==> src/rtl/mod_spi.sv <==
// mod_spi: memory-mapped SPI master, mode 0, MSB first, 8-bit frames.
// TX holding register, small RX FIFO, one-cycle completion pulse.
`timescale 1ns/1ps
module mod_spi #(
  parameter int unsigned RX_DEPTH  = 4,
  parameter logic [7:0]  DIV_RESET = 8'h0F
) (
  input  logic        clk,
  input  logic        rst,
  input  logic        ie,
  input  logic        de,
  input  logic [31:0] iaddr,
  input  logic [31:0] daddr,
  input  logic [1:0]  drw,
  input  logic [31:0] bin,
  output logic [31:0] iout,
  output logic [31:0] dout,
  input  logic        cpu_stall,
  output logic        spi_sclk,
  output logic        spi_mosi,
  input  logic        spi_miso,
  output logic        spi_cs_n,
  output logic        i_spi
);

  localparam int unsigned AW = $clog2(RX_DEPTH);
  localparam logic [AW:0] FULL_CNT = RX_DEPTH[AW:0];

  typedef enum logic [1:0] {
    S_IDLE,
    S_LOW,
    S_HIGH,
    S_DONE
  } state_t;

  state_t state_q;
  state_t state_d;

  logic wr;
  logic rd;
  logic sel_st;
  logic sel_tx;
  logic sel_rx;
  logic sel_dv;

  logic       cs_q;
  logic       ovf_q;
  logic       tx_full_q;
  logic [7:0] hold_q;
  logic [7:0] div_q;
  logic [7:0] cnt_q;
  logic [2:0] bit_q;
  logic [7:0] sh_q;
  logic       mosi_q;

  logic [7:0]    mem [RX_DEPTH];
  logic [AW-1:0] rd_ptr;
  logic [AW-1:0] wr_ptr;
  logic [AW:0]   count;
  logic          rx_empty;
  logic          rx_full;
  logic [7:0]    head;

  logic load;
  logic rise;
  logic fall;
  logic dec;
  logic push;
  logic pop;
  logic push_ok;
  logic busy;

  logic unused;
  assign unused = ^{ie, iaddr, daddr[31:4],
                    daddr[1:0], bin[31:8]};

  assign wr = de & (drw == 2'b01) & ~cpu_stall;
  assign rd = de & (drw == 2'b10) & ~cpu_stall;

  assign sel_st = daddr[3:2] == 2'd0;
  assign sel_tx = daddr[3:2] == 2'd1;
  assign sel_rx = daddr[3:2] == 2'd2;
  assign sel_dv = daddr[3:2] == 2'd3;

  assign rx_empty = count == '0;
  assign rx_full  = count == FULL_CNT;
  assign head     = mem[rd_ptr];

  assign push    = state_q == S_DONE;
  assign pop     = rd & sel_rx & ~rx_empty;
  // A pop on the same edge frees the slot a full FIFO needs.
  assign push_ok = push & (~rx_full | pop);

  assign busy     = state_q != S_IDLE;
  assign i_spi    = state_q == S_DONE;
  assign spi_sclk = state_q == S_HIGH;
  assign spi_mosi = mosi_q;
  assign spi_cs_n = ~cs_q;
  assign iout     = '0;

  always_ff @(posedge clk) begin
    if (!rst) begin
      state_q <= S_IDLE;
    end else begin
      state_q <= state_d;
    end
  end

  always_comb begin
    state_d = state_q;
    load    = 1'b0;
    rise    = 1'b0;
    fall    = 1'b0;
    dec     = 1'b0;
    unique case (state_q)
      S_IDLE: begin
        if (tx_full_q) begin
          load    = 1'b1;
          state_d = S_LOW;
        end
      end
      S_LOW: begin
        if (cnt_q == 8'd0) begin
          rise    = 1'b1;
          state_d = S_HIGH;
        end else begin
          dec = 1'b1;
        end
      end
      S_HIGH: begin
        if (cnt_q == 8'd0) begin
          if (bit_q == 3'd7) begin
            state_d = S_DONE;
          end else begin
            fall    = 1'b1;
            state_d = S_LOW;
          end
        end else begin
          dec = 1'b1;
        end
      end
      S_DONE: begin
        state_d = S_IDLE;
      end
      default: begin
        state_d = S_IDLE;
      end
    endcase
  end

  // Shifter samples miso on the rising edge and presents
  // the next MSB on mosi at the falling edge.
  always_ff @(posedge clk) begin
    if (!rst) begin
      cnt_q  <= 8'd0;
      bit_q  <= 3'd0;
      sh_q   <= 8'd0;
      mosi_q <= 1'b0;
    end else begin
      if (load | rise | fall) begin
        cnt_q <= div_q;
      end else if (dec) begin
        cnt_q <= cnt_q - 8'd1;
      end
      if (load) begin
        sh_q   <= hold_q;
        mosi_q <= hold_q[7];
        bit_q  <= 3'd0;
      end else begin
        if (rise) begin
          sh_q <= {sh_q[6:0], spi_miso};
        end
        if (fall) begin
          mosi_q <= sh_q[7];
          bit_q  <= bit_q + 3'd1;
        end
      end
    end
  end

  always_ff @(posedge clk) begin
    if (!rst) begin
      cs_q      <= 1'b0;
      ovf_q     <= 1'b0;
      tx_full_q <= 1'b0;
      hold_q    <= 8'd0;
      div_q     <= DIV_RESET;
    end else begin
      if (wr & sel_st) begin
        cs_q <= bin[0];
      end
      if (wr & sel_st & bin[4]) begin
        ovf_q <= 1'b0;
      end
      if (push & rx_full & ~pop) begin
        ovf_q <= 1'b1;
      end
      if (wr & sel_tx & ~tx_full_q) begin
        hold_q    <= bin[7:0];
        tx_full_q <= 1'b1;
      end else if (load) begin
        tx_full_q <= 1'b0;
      end
      if (wr & sel_dv) begin
        div_q <= bin[7:0];
      end
    end
  end

  always_ff @(posedge clk) begin
    if (!rst) begin
      rd_ptr <= '0;
      wr_ptr <= '0;
      count  <= '0;
    end else begin
      if (push_ok) begin
        wr_ptr <= wr_ptr + AW'(1);
      end
      if (pop) begin
        rd_ptr <= rd_ptr + AW'(1);
      end
      if (push_ok & ~pop) begin
        count <= count + (AW+1)'(1);
      end else if (pop & ~push_ok) begin
        count <= count - (AW+1)'(1);
      end
    end
  end

  always_ff @(posedge clk) begin
    if (push_ok) begin
      mem[wr_ptr] <= sh_q;
    end
  end

  always_comb begin
    dout = '0;
    unique case (1'b1)
      sel_st: dout = {27'b0, ovf_q, rx_full,
                      rx_empty, tx_full_q, busy};
      sel_tx: dout = '0;
      sel_rx: dout = rx_empty ? '0 : {24'b0, head};
      sel_dv: dout = {24'b0, div_q};
      default: dout = '0;
    endcase
  end

endmodule

==> config.mk <==
export PLATFORM = sky130hd
export DESIGN_NAME = mod_spi
export DESIGN_NICKNAME = d
export VERILOG_FILES = /design/src/rtl/mod_spi.sv
export SDC_FILE = /design/constraint.sdc
export NUM_CORES = 1
export LEC_CHECK = 0
export BUFFER_PORTS_ARGS = -buffer_cell sky130_fd_sc_hd__buf_2
export CORE_MARGIN = 2
export CORE_UTILIZATION = 44
export DETAILED_ROUTE_END_ITERATION = 10
export HOLD_SLACK_MARGIN = 0.1
export PLACE_DENSITY_LB_ADDON = 0.08
export SYNTH_ARGS = -nofsm -noshare
export SYNTH_HDL_FRONTEND = slang
export SYNTH_SLANG_ARGS = --single-unit
==> constraint.sdc <==
create_clock -name clk -period 2.5 [get_ports clk]
set_clock_uncertainty 0.05 [all_clocks]
set_input_delay 0.625 -clock clk [delete_from_list [all_inputs] [get_ports clk]]
set_output_delay 0.625 -clock clk [all_outputs]
set_load 0.03 [all_outputs]
# Yosys cells after proc, flatten, opt, wreduce, memory -nomap -nowiden
# Memory sizes are Yosys's and may differ from the RTL's. A register that Yosys moved wholly into a read port is not among the register bits.
# Index checks and enable logic that the tools add are counted.
op_classes:
  muxes: 32
  order_cmp: 0
  eq_ne: 13
  n_addsub: 6
  multipliers: 0
  div_mod_pow: 0
  shifts: 0
  n_bitwise: 27
  n_reduce_logical: 14
ops:
  columns: ["operator", "n"]
  rows:
  - ["$mux 8", 5]
  - ["$pmux 8 s3", 1]
  - ["$mux 1", 17]
  - ["$and 1x1->1", 16]
  - ["$reduce_bool 2->1", 7]
  - ["$mux 2", 6]
  - ["$eq 2x2->1 const B", 5]
  - ["$logic_not 8->1", 1]
  - ["$not 1->1", 8]
  - ["$pmux 2 s4", 1]
  - ["$sub 8x1->8 const B", 1]
  - ["$add 3x1->3 const B", 2]
  - ["$eq 2x1->1 const B", 3]
  - ["$eq 3x3->1 const B", 2]
  - ["$mux 3", 2]
  - ["$add 2x1->2 const B", 2]
  - ["$logic_not 2->1", 2]
  - ["$ne 2x2->1 const B", 2]
  - ["$reduce_or 2->1", 2]
  - ["$logic_not 3->1", 1]
  - ["$or 1x1->1", 3]
  - ["$reduce_and 3->1", 1]
  - ["$sub 3x1->3 const B", 1]
  - ["$ne 2x1->1 const B", 1]
totals:
  inputBits: 104
  regBits: 48
  romBits: 0
  mem_count: 1
  latch_bits: 0
  mem_bits_rw: 32
mem_list:
  columns: ["memory", "words", "width", "read_ports", "rd_clocked_by_memory_dff", "wr", "line_no", "text"]
  rows:
  - ["mem", 4, 8, 1, 1, 1, "56", "logic [7:0] mem [RX_DEPTH];"]

# Depth between registers and ports, before layout
logic_depth:
  depth_word: 11
  depth_mapped: 9

# Worst setup path after synthesis
# No wires, ideal clock.
synth_path:
  kind: "input-to-reg"
  from: "input daddr[2]"
  to: "register count[2]"
  t_required_ns: 2.379
  n_path_buf: 0
  t_arrival_ns: 2.529
  setup_ns: 0.071
  slack_ns: -0.149
  path_stages: 9
  path_cell_list: "and4bb_2 > nand2_1 > a31oi_2 > ha_1 > inv_1 > fa_1 > xor2_1 > or3_1 > a21oi_1"
synth_between:
  elab_chain_len: 8
  word_cells_on_any_way: 11
  cone_classes: "1 x eq/ne; 1 x mux; 8 x bitwise; 1 x reduce/logical"
synth_rtl:
  columns: ["element", "line_no", "text"]
  rows:
  - ["from (decl)", "13", "input logic [31:0] daddr,"]
  - ["$eq 2x2->1 *", "82", "assign sel_rx = daddr[3:2] == 2'd2;"]
  - ["$and 1x1->1 * (2 in a row)", "90", "assign pop = rd & sel_rx & ~rx_empty;"]
  - ["$or 1x1->1 *", "92", "assign push_ok = push & (~rx_full | pop);"]
  - ["$and 1x1->1 *", "92", null]
  - ["via push_ok", "70", "logic push_ok;"]
  - ["$not 1->1", "224", "end else if (pop & ~push_ok) begin"]
  - ["$and 1x1->1", "224", null]
  - ["$reduce_bool 2->1 (no source line)", null, null]
  - ["to (signal assigned)", "223", "count <= count + (AW+1)'(1);"]
  - ["to (signal assigned)", "225", "count <= count - (AW+1)'(1);"]
  - ["to (decl)", "59", "logic [AW:0] count;"]
# Mark *: on every way through the listed nets, which the timed path passes. The rest lies on a longest branch.
# A chain may end at the register's enable or synchronous reset.

==> out/metrics.yaml <==
status: "completed"
yosys.area.top_type: "dfxtp_1"
async_flop_share_pct: 0
start_util_pct: 45.3
hp-class: "reg -> reg"
leakagePower_nw: 1.89
cts_num_sinks: 82
nets: 546
r2r_slack_ns: 0.19
worstPathArrival_ns: 1.81
grt_pass1_wl_mm: 13.5
avgSynthCellArea_um2: 10.9
cts_made_buffers: 9
grt_pass1_vias: 2560
cellPowerDensity_nw_per_um2: 755
core_area_um2: 9240
ys_seq_area_share_pct: 46.9
cp-start-kind: "flop"
r2r_cells: 9
postCtsHoldBufs: 0
p_seq_share_pct: 43.8
combPwrFrac_pct: 27.7
timing.final.crit_share_pct: 99.2
synth_edf_count: 32
reg2reg_from: "count[1]$_SDFFE_PN0P_"
max_freq_ghz: 0.403
drc: 0
cap_viol_max_count: 0
tightest_slew_ns: 0.540
viasPerCell: 4.89
dieArea_um2: 10300
dpl.hpwl_mm: 6.26
clock_latency_ns: 0.35
clk_pin_slew_worst_paths_ns: 0.08
clockPowerShare_pct: 28.5
critPathKind: "reg -> out"
io_pins: 172
ir_drop_mv: 0.381
yosysWarnings: 0
ant_nets: 0
cp_max_fo: 8
hold-path-cell-count: 2
die_h_um: 102
cts_tree: "done"
fillCellCount: 838
grt-ovfl-total: 0
synth_top_cell_area_share_pct: 23.9
required_ns: 1.82
areaGrowthSynthToFinish_pct: 12.2
dr_total_vias: 2750
drtPass1Iterations: 4
p_sw_share_pct: 33.5
syn_area_um2: 4190
hold_viol_final: 0
syn-instance-count: 383
die_w_um: 102
setup_violations: 0
dr.first_iter.drc_count: 73
synthTopCellsByArea: "dfxtp_1 (24%), edfxtp_1 (23%), buf_4 (10%), mux2i_1 (8.1%), mux4_2 (4.3%)"
track_usage_pct: 17.3
ys_types: 48
grt_max_degree: 22
setup_tns_ns: 0
num_antenna_cells: 0
final_max_slew_viol_count: 0
cts-root-buf: "clkbuf_8"
synth_ff_type: "dfxtp_1"
rsz0062_at_grt: "yes"
wl_per_cell_um: 15.0
drive_gt1_share_pct: 24.0
io_buffers: 28
synth-seq-cells: 82
finalInstanceArea_um2: 4690
period_needed_ns: 2.48
timing.rr.end: "count[2]$_SDFFE_PN0P_"
holdPathEnd: "ovf_q$_SDFFE_PN0P_"
grt_antenna_before_repair: 0
placed_cell_area_um2: 4390
row_count: 35
wl_mm: 8.45
p_int_mw: 2.36
cts-htree-levels: 3
min_from: "ovf_q$_SDFFE_PN0P_"
power_switching_mw: 1.19
endpoint_kind: "primary output"
place_congestion: 0.756
cts_buffer_depth: 2
slew_headroom_pct: 63.9
## routing by layer
metal | part of all wire (%) | track usage (%) | routed length [µm] | up-vias
li1 | - | - | - | 1352
met1 | 46 | 23.1 | 3920 | 1323
met2 | 49 | 28.4 | 4120 | 65
met3 | 3.3 | 2.69 | 283 | 10
met4 | 1.5 | 6.44 | 128 | 0
met5 | 0 | 0 | 0 | -
## cells in the final DEF (no fill, tap or decap), drive strengths merged, types with 6 or more instances in the layout
cell type / n
inv: 14
a21oi: 21
nor2: 36
buf: 48
a211oi: 7
mux4: 8
nand2: 17
nand3: 6
ha: 13
mux2i: 34
a22oi: 7
edfxtp: 32
conb: 56
dfxtp: 50
clkbuf: 14
o21ai: 18
## cells in the mapped netlist (all sizes together) (8+ instances only)
cell type  count
ha            13
mux2i         34
dfxtp         50
clkbuf        10
mux4           8
edfxtp        32
inv           13
nand2         17
buf           60
nor2          36
a21oi         21
o21ai         18
## registers in the layout, summed over array words and instances (netlist names), named ones only
register   cells
mem           32
cnt_q          8
div_q          8
hold_q         8
sh_q           8
bit_q          3
count          3
rd_ptr         2
state_q        2
wr_ptr         2
cs_q           1
ovf_q          1
spi_mosi       1
tx_full_q      1
## through the flow
step | util [%] | cells | hold WS [ns] | power (mW) | worst slack [ns]
after floorplan | - | 438 | 0.387 | 2.43 | 0.00624
after global placement | 47.5 | 544 | 0.398 | 2.54 | -0.0460
after detailed placement | 47.5 | 544 | 0.403 | 2.55 | -0.0727
after CTS | 50.5 | 562 | 0.419 | 3.56 | 0.00708
after global routing | 50.8 | 562 | 0.465 | 3.75 | -0.0437
final | 50.8 | 562 | 0.417 | 3.54 | 0.0188
## power groups by stage
stage / registers (mW) / clock network, mW / logic [mW]
final: 1.55 / 1.01 / 0.981
after global routing: 1.57 / 1.09 / 1.09
after CTS: 1.55 / 1.03 / 0.976
after detailed placement: 1.59 / 0 / 0.967
after global placement: 1.58 / 0 / 0.959
after floorplan: 1.56 / 0 / 0.868
## kinds of logic after synthesis
group,share of synthesized area [%]
AO/OA/AOI/OAI,11.2
adder cells (fa/ha/maj),4.36
buffers and inverters,12.8
flip-flops,46.9
XOR/XNOR,1.26
AND/OR/NAND/NOR,10.9
other,0.0896
multiplexers,12.4
## what timing repair did
| action | in CTS | in global routing |
|---|---|---|
| gates resized for setup | 21 | 8 |
| buffers inserted | 3 | 0 |
| pin swaps | 5 | 3 |
| endpoints found under the setup margin | 7 | 6 |
| endpoints found under the hold margin | 0 | 0 |
## worst max path at each step
stage,startpoint,endpoint,slack [ns],cells after the start
after global placement,daddr[2],count[2]$_SDFFE_PN0P_,-0.05,10
after CTS,flop,dout[1],0.007,5
after floorplan,drw[0],count[2]$_SDFFE_PN0P_,0.006,9
after global routing,flop,dout[1],-0.04,5
after detailed placement,drw[0],count[2]$_SDFFE_PN0P_,-0.07,10
final,flop,dout[1],0.02,5
## area by class of cell
class,instances,area (µm²),share of cell area (%)
clock buffers,13,161,3.44
inverters,14,52.6,1.12
repair buffers,49,342,7.28
well taps,129,161,3.44
clock inverters,3,45.0,0.959
flip-flops and latches,82,1970,42.0
multi-input cells,272,1960,41.8
## worst max-delay path, cell delays in order (launching register included)
cell and delay (ns):
dfxtp_2 0.34, buf_12 0.14, mux4_2 0.54, a22oi_2 0.20, o21ai_2 0.09, buf_6 0.14
No activity file was read; power rests on OpenSTA's default activity.
